[config.mk]
export PLATFORM = sky130hd
export DESIGN_NAME = apb_master
export DESIGN_NICKNAME = d
export VERILOG_FILES = /design/src/rtl/apb_master.sv
export SDC_FILE = /design/constraint.sdc
export NUM_CORES = 1
export LEC_CHECK = 0
export BUFFER_PORTS_ARGS = -buffer_cell sky130_fd_sc_hd__buf_2
export CAP_MARGIN = 20
export CORE_UTILIZATION = 46
export CTS_CLUSTER_DIAMETER = 120
export DETAILED_ROUTE_END_ITERATION = 16
export PLACE_DENSITY_LB_ADDON = 0.2
export SYNTH_ARGS = -nofsm -noshare
export SYNTH_HDL_FRONTEND = slang
export SYNTH_SLANG_ARGS = --single-unit
[constraint.sdc]
create_clock -name pclk_i -period 2.5 [get_ports pclk_i]
set_input_delay 0.125 -clock pclk_i [delete_from_list [all_inputs] [get_ports pclk_i]]
set_output_delay 0.125 -clock pclk_i [all_outputs]
set_load 0.02 [all_outputs]
[src/rtl/apb_master.sv]
// apb_master: APB initiator bridging a valid/ready request/response
// interface onto APB setup/access transfers, one transfer at a time.
//
// Ports
//   pclk_i, prst_i        clock, synchronous active-high reset
//   req_valid_i/ready_o   request handshake
//   req_write_i           1 = write, 0 = read
//   req_addr_i/wdata_i    request address and write data
//   rsp_valid_o/ready_i   response handshake
//   rsp_rdata_o           read data (0 for writes, errors, timeouts)
//   rsp_err_o             slave error or timeout
//   rsp_timeout_o         transfer aborted after TIMEOUT wait cycles
//   paddr_o, pwdata_o, pwrite_o, psel_o, penable_o   APB request side
//   prdata_i, pready_i, pslverr_i                    APB completion side
//
// State  | meaning
// IDLE   | ready for a request
// SETUP  | APB setup phase (psel=1, penable=0), one cycle
// ACCESS | APB access phase, waiting for pready or timeout
// RESP   | response presented until rsp_ready_i
module apb_master #(
  parameter int ADDR_W  = 12,
  parameter int DATA_W  = 32,
  parameter int TIMEOUT = 255
) (
  input  logic              pclk_i,
  input  logic              prst_i,
  input  logic              req_valid_i,
  output logic              req_ready_o,
  input  logic              req_write_i,
  input  logic [ADDR_W-1:0] req_addr_i,
  input  logic [DATA_W-1:0] req_wdata_i,
  output logic              rsp_valid_o,
  input  logic              rsp_ready_i,
  output logic [DATA_W-1:0] rsp_rdata_o,
  output logic              rsp_err_o,
  output logic              rsp_timeout_o,
  output logic [ADDR_W-1:0] paddr_o,
  output logic [DATA_W-1:0] pwdata_o,
  output logic              pwrite_o,
  output logic              psel_o,
  output logic              penable_o,
  input  logic [DATA_W-1:0] prdata_i,
  input  logic              pready_i,
  input  logic              pslverr_i
);

  localparam int CNT_W = ($clog2(TIMEOUT + 1) < 1) ? 1 : $clog2(TIMEOUT + 1);
  localparam logic [CNT_W-1:0] CNT_LAST = CNT_W'((TIMEOUT > 0) ? TIMEOUT - 1 : 0);
  localparam logic [CNT_W-1:0] CNT_MAX  = {CNT_W{1'b1}};

  typedef enum logic [1:0] {
    IDLE   = 2'd0,
    SETUP  = 2'd1,
    ACCESS = 2'd2,
    RESP   = 2'd3
  } state_t;

  state_t              state_q, state_d;
  logic                ready_q, ready_d;
  logic                write_q, write_d;
  logic [ADDR_W-1:0]   addr_q, addr_d;
  logic [DATA_W-1:0]   wdata_q, wdata_d;
  logic [DATA_W-1:0]   rdata_q, rdata_d;
  logic                err_q, err_d;
  logic                tmo_q, tmo_d;
  logic [CNT_W-1:0]    cnt_q, cnt_d;

  always_comb begin
    state_d = state_q;
    write_d = write_q;
    addr_d  = addr_q;
    wdata_d = wdata_q;
    rdata_d = rdata_q;
    err_d   = err_q;
    tmo_d   = tmo_q;
    cnt_d   = cnt_q;
    unique case (state_q)
      IDLE: begin
        if (req_valid_i && ready_q) begin
          write_d = req_write_i;
          addr_d  = req_addr_i;
          wdata_d = req_write_i ? req_wdata_i : '0;
          cnt_d   = '0;
          state_d = SETUP;
        end
      end
      SETUP: state_d = ACCESS;
      ACCESS: begin
        // pready has priority over a timeout hitting in the same cycle.
        if (pready_i) begin
          rdata_d = (!write_q && !pslverr_i) ? prdata_i : '0;
          err_d   = pslverr_i;
          tmo_d   = 1'b0;
          state_d = RESP;
        end else if ((TIMEOUT != 0) && (cnt_q == CNT_LAST)) begin
          rdata_d = '0;
          err_d   = 1'b1;
          tmo_d   = 1'b1;
          state_d = RESP;
        end else if (cnt_q != CNT_MAX) begin
          cnt_d = cnt_q + 1'b1;
        end
      end
      RESP: begin
        if (rsp_ready_i) state_d = IDLE;
      end
      default: state_d = IDLE;
    endcase
    // Ready is registered so it stays low while reset is applied and
    // only opens once the state register is known to be IDLE.
    ready_d = (state_d == IDLE);
  end

  always_ff @(posedge pclk_i) begin
    if (prst_i) begin
      state_q <= IDLE;
      ready_q <= 1'b0;
      write_q <= 1'b0;
      addr_q  <= '0;
      wdata_q <= '0;
      rdata_q <= '0;
      err_q   <= 1'b0;
      tmo_q   <= 1'b0;
      cnt_q   <= '0;
    end else begin
      state_q <= state_d;
      ready_q <= ready_d;
      write_q <= write_d;
      addr_q  <= addr_d;
      wdata_q <= wdata_d;
      rdata_q <= rdata_d;
      err_q   <= err_d;
      tmo_q   <= tmo_d;
      cnt_q   <= cnt_d;
    end
  end

  assign req_ready_o   = ready_q;
  assign rsp_valid_o   = (state_q == RESP);
  assign rsp_rdata_o   = rdata_q;
  assign rsp_err_o     = err_q;
  assign rsp_timeout_o = tmo_q;
  assign paddr_o       = addr_q;
  assign pwdata_o      = wdata_q;
  assign pwrite_o      = write_q;
  assign psel_o        = (state_q == SETUP) || (state_q == ACCESS);
  assign penable_o     = (state_q == ACCESS);

endmodule

# --- Word level (Yosys, flattened, before mapping) ---
# Cells that the tools add are included.
classes:
  n_addsub: 1
  n_mul: 0
  div_mod_pow: 0
  magnitude_cmp: 0
  eq_ne: 9
  shift: 0
  n_mux: 17
  bitwise_logic: 0
  reduce_logical: 12
op_table:
  columns: ["op", "n"]
  rows:
  - ["$mux W32", 4]
  - ["$mux W8", 4]
  - ["$pmux W8 S2", 1]
  - ["$add A8 B1 Y8 const B", 1]
  - ["$eq A8 B8 Y1 const B", 1]
  - ["$mux W2", 4]
  - ["$ne A8 B8 Y1 const B", 1]
  - ["$pmux W2 S4", 1]
  - ["$ne A2 B2 Y1 const B", 3]
  - ["$reduce_and A5 Y1", 1]
  - ["$eq A2 B2 Y1 const B", 2]
  - ["$logic_not A2 Y1", 2]
  - ["$reduce_and A2 Y1", 2]
  - ["$reduce_bool A2 Y1", 2]
  - ["$mux W1", 3]
  - ["$eq A2 B1 Y1 const B", 1]
  - ["$logic_and A1 B1 Y1", 2]
  - ["$logic_not A1 Y1", 2]
  - ["$ne A2 B1 Y1 const B", 1]
  - ["$logic_or A1 B1 Y1", 1]
totals:
  ff_bits: 90
  latchBits: 0
  ramBits: 0
  rom_bits: 0
  in_bits: 83
  out_inout_bits: 83
  wordCells: 48
  memories: 0

# --- Longest topological paths before layout ---
logic_depth:
  word_depth: 5
  depth_mapped: 8
  mapped_depth_nobuf: 6

# --- Least setup slack after synthesis ---
# No wires, ideal clock.
synth_timing:
  path_kind: "register to register"
  startpoint: "register state_q[0]"
  endpoint: "register cnt_q[1]"
  t_arrival_ns: 1.807
  path_slack_ns: 0.622
  stages_incl_launch_ff: 7
  path_buffers: 0
  synth_period_minus_slack_ns: 1.878
  cell_sequence: "dfxtp_1 inv_1 ha_1 and2_1 or3_1 nor2_2 mux2i_1"
synth_between:
  elab_chain_cells: 3
synth_rtl:
  columns: ["item", "line_no", "text"]
  rows:
  - ["start: declaration", "59", "state_t state_q, state_d;"]
  - ["start signal: assignment", "127", "state_q <= state_d;"]
  - ["$eq A2 B2 Y1 *", null, null]
  - ["via penable_o", "42", "output logic penable_o,"]
  - ["$ne A2 B1 Y1 (no source line), or another cell as far along", null, null]
  - ["$reduce_and A5 Y1 (no source line)", null, null]
  - ["end signal: assignment", "135", "cnt_q <= cnt_d;"]
  - ["end: declaration", "67", "logic [CNT_W-1:0] cnt_q, cnt_d;"]
# Mark *: on every way through the listed nets, which the timed path passes. The rest lies on a longest branch.
# A chain may end at the register's enable or synchronous reset.

# --- Final worst setup path ---
layout_timing:
  startpoint: "register state_q[0]"
  endpoint: "register rdata_q[12], in the netlist rsp_rdata_o[12]"
layout_between:
  elab_chain_cells: 2
layout_rtl:
  columns: ["item", "line_no", "text"]
  rows:
  - ["$eq A2 B2 Y1", "78", "unique case (state_q)"]
  - ["$reduce_and A2 Y1 (no source line)", null, null]
  - ["end signal: assignment", "132", "rdata_q <= rdata_d;"]
  - ["end: declaration", "64", "logic [DATA_W-1:0] rdata_q, rdata_d;"]
# No other way between the ends.

==> results.md <==
- Outcome: complete, no violations
- Proportion of total power due to net switching: around a quarter
- Core Region: slightly above 0.007 mm²
- Crit Path Class: reg -> reg
- Fraction of final layout cells sized beyond drive strength 1: 33.3%
- Slew at the pin closest to its max-slew limit: between 0.6 and 0.7 ns
- Leakage Power: 2.15 nW
- Die span in x: 88.8 µm
- YS warnings: 0
- Origin of the worst min-delay path: prdata_i[25]
- Internal Power: ~2.1 mW
- Aggregate global routing overflow: 0
- Period minus WS final: ~2.3 ns
- DR vias/cell: just over 5
- Seq pwr share: 52.1%
- DP HPWL: between 5000 and 6000 µm
- Worst min-delay path category: in -> reg
- Clock root cell: sky130_fd_sc_hd__clkbuf_8
- Crit-path max FO: 18
- Final instance area: 0.00484 mm²
- Reg-to-reg startpoint: state_q[0]$_SDFF_PP0_
- Unrepaired setup endpoints after global routing: false
- Total Wirelength: 9000 µm
- Syn Area/Cell: 8.84 µm²
- Maximum level of the CTS H-tree: 3
- Vias in the first global route: 3,211
- Clock share of power: about a third
- Number of design-rule violations left by the first detailed-router iteration: between 100 and 150
- Arrival @ worst endpoint: 2.54 ns
- DRC violations left: 0
- Clock latency reported for the late side of the worst-skew pair: 0.35 ns
- Worst Hold Slack: about 0.011 ns
- Synthesized Nets: a little under 500
- Upper clock frequency limit: about 440 MHz
- Antenna violations before repair: 0
- Combinational cell fraction of total power: around an eighth
- Worst voltage drop across the vdd grid: between 0.3 and 0.4 mV
- DR vias: 3,413
- Maximum number of pins on one net before global-route repair: just under 50
- Required arrival time at the worst endpoint: ~2.8 ns
- Number of flops mapped to enable cells by yosys: 0
- Final worst setup slack: between 0.2 and 0.25 ns
- Vertical die dimension: about 89 µm
- NetSw: 0.739 mW
- Count of cell types in the netlist: a little over 40
- Commonest cells in the netlist: 90 x sky130_fd_sc_hd__dfxtp_1, 77 x sky130_fd_sc_hd__nand2_1, 51 x sky130_fd_sc_hd__a21oi_1
- Total power per unit cell area: ~590 mW/mm²
- Endpoints failing setup: 0
- Leading post-synthesis cells by cell area: sky130_fd_sc_hd__dfxtp_1 52%, sky130_fd_sc_hd__nand2_1 8.3%, sky130_fd_sc_hd__a21oi_1 7.4%
- Resize count post-CTS: 0
- Slack of the worst reg-to-reg path: approximately 0.24 ns
- DRT antenna net count: 0
- Top-count cell post-synth: sky130_fd_sc_hd__dfxtp_1
- Area of the die: about 0.0079 mm²
- Number of nets in the finished design: 664
- CTS sink cnt: 90
- Post-detailed-route wirelength per cell: about 13 µm
- Sequential fraction of the synthesis area: a little over half
- Row count: 31
- Hold Vio Cnt, Final: 0
- Prevailing post-synth register cell: sky130_fd_sc_hd__dfxtp_1
- Fill count: about 620
- Slew Viols, Final: 0
- Placement-stage worst setup slack: between 0.2 and 0.3 ns
- Global-route wire length before repair: 13,800 µm
- Max clock buf depth: 2
- Initial cell density of the core: a little under half
- Max-capacitance violation count: 0
- Startpoint type of the worst setup path: flop
- Final Util: approximately two thirds
- Library cell occupying the most area in the post-synthesis netlist: sky130_fd_sc_hd__dfxtp_1
- Count of buffers inserted at the top-level ports: 165
- Clock transition time at the flip-flop clock pins of the worst setup and hold paths: about 0.090 ns
- Overall Global Routing Usage: 22.6%
- Instance area after placement: around 0.0043 mm²
- Area growth syn-to-layout: 39.7%
- TritonCTS clock tree: yes
- Category of the worst setup path capture point: flop
- Synth Instances: 392
- Initial DRT Pass Iterations: 4
- Post-route non-filler standard cell count: between 600 and 700
- Top-area cell type share of the netlist area: 52.0%
- #FFs+latches synth: 90
- Maximum clock skew at final layout: roughly 0.012 ns
- Headroom to the max-slew limit: 56.7%
- I/O Pins: 166
- Post-layout power: roughly 2.9 mW
- Antenna cell count: 0
- CTS Buf Count: 9
- Post-synthesis instance area: between 0.003 and 0.004 mm²
- Placed Cells incl. Taps: 633
- Aggregate negative setup slack: 0 ns
- Proportion of register bits with asynchronous set or reset after synthesis: 0%
- Post-route fraction of the period consumed by the critical path: 90.2%
- Placer's final routability congestion estimate: 0.860
- Source of the critical timing path: state_q[0]$_SDFF_PP0_
worst max-delay path, stage by stage (launching register included):
cell and delay [ns]:
sky130_fd_sc_hd__dfxtp_1 0.42, sky130_fd_sc_hd__inv_1 0.11, sky130_fd_sc_hd__ha_1 0.38, sky130_fd_sc_hd__and3_1 0.31
sky130_fd_sc_hd__and3_4 0.21, sky130_fd_sc_hd__nor3_4 0.55, sky130_fd_sc_hd__a22o_1 0.22
repair_timing:
action / in CTS / in global routing
setup endpoints to repair: 0 / 0
hold endpoints to repair: 29 / 0
hold buffers: 29 / 0
buffers inserted: 0 / 0
final timing paths:
check	endpoint	depth (start not counted)
setup / recovery	rsp_rdata_o[12]$_SDFFE_PP0P_	6
hold / removal	rsp_rdata_o[25]$_SDFFE_PP0P_	3
setup reg to reg	rsp_rdata_o[12]$_SDFFE_PP0P_	6
hold reg to reg	pwdata_o[26]$_SDFFE_PP0P_	2
flip-flops by register name (all words and copies together), names as in the netlist:
name	count
rsp_rdata_o	32
pwrite_o	1
rsp_err_o	1
paddr_o	12
cnt_q	8
state_q	2
pwdata_o	32
req_ready_o	1
rsp_timeout_o	1
cells by family after synthesis:
logic type,count (synthesis),share of synthesized area (%)
compound gates,102,18.0
fa+ha+maj,7,2.53
buf+inv,35,4.12
flops,90,52.0
mux,1,0.289
simple gates,157,23.0
cells in the final DEF, fill, tap and decap left out, types with 3 or more instances in the layout:
cell type and n:
sky130_fd_sc_hd__nor2b_1 3, sky130_fd_sc_hd__a22o_1 18, sky130_fd_sc_hd__and2_1 4, sky130_fd_sc_hd__dfxtp_1 90, sky130_fd_sc_hd__dlygate4sd3_1 29, sky130_fd_sc_hd__nand3_1 34
sky130_fd_sc_hd__and3_1 3, sky130_fd_sc_hd__a21oi_1 51, sky130_fd_sc_hd__nand2b_1 3, sky130_fd_sc_hd__buf_2 165, sky130_fd_sc_hd__o21ai_1 9, sky130_fd_sc_hd__nor3_1 3
sky130_fd_sc_hd__a311oi_1 4, sky130_fd_sc_hd__inv_1 5, sky130_fd_sc_hd__nand2_1 77, sky130_fd_sc_hd__clkbuf_8 10, sky130_fd_sc_hd__or3_1 4, sky130_fd_sc_hd__ha_1 7
sky130_fd_sc_hd__o21ai_0 7, sky130_fd_sc_hd__buf_4 6, sky130_fd_sc_hd__nand3b_1 14
per-layer routing:
layer | global-route usage (%) | vias up | part of all wire, %
li1 | - | 1730 | -
met4 | 10.4 | 0 | 2.2
met3 | 5.88 | 19 | 5.9
met1 | 25.3 | 1557 | 43
met2 | 40.1 | 107 | 49
met5 | 0 | - | 0
power by group through the flow:
stage	clock network (mW)	logic [mW]	registers [mW]
after floorplan	0	0.157	1.57
after global placement	0	0.339	1.52
after detailed placement	0	0.343	1.52
after CTS	1.03	0.379	1.49
after global routing	1.08	0.413	1.50
final	0.995	0.377	1.49
layout make-up:
type	count	area [µm²]	area share (%)
Clock buffer	11	141	2.92
Clock inverter	5	62.6	1.29
Inverter	6	22.5	0.465
Multi-Input combinational cell	267	1530	31.5
Sequential cell	90	1800	37.2
Tap cell	99	124	2.56
Timing Repair Buffer	200	1160	24.0
(Power assumes the default switching activity.)
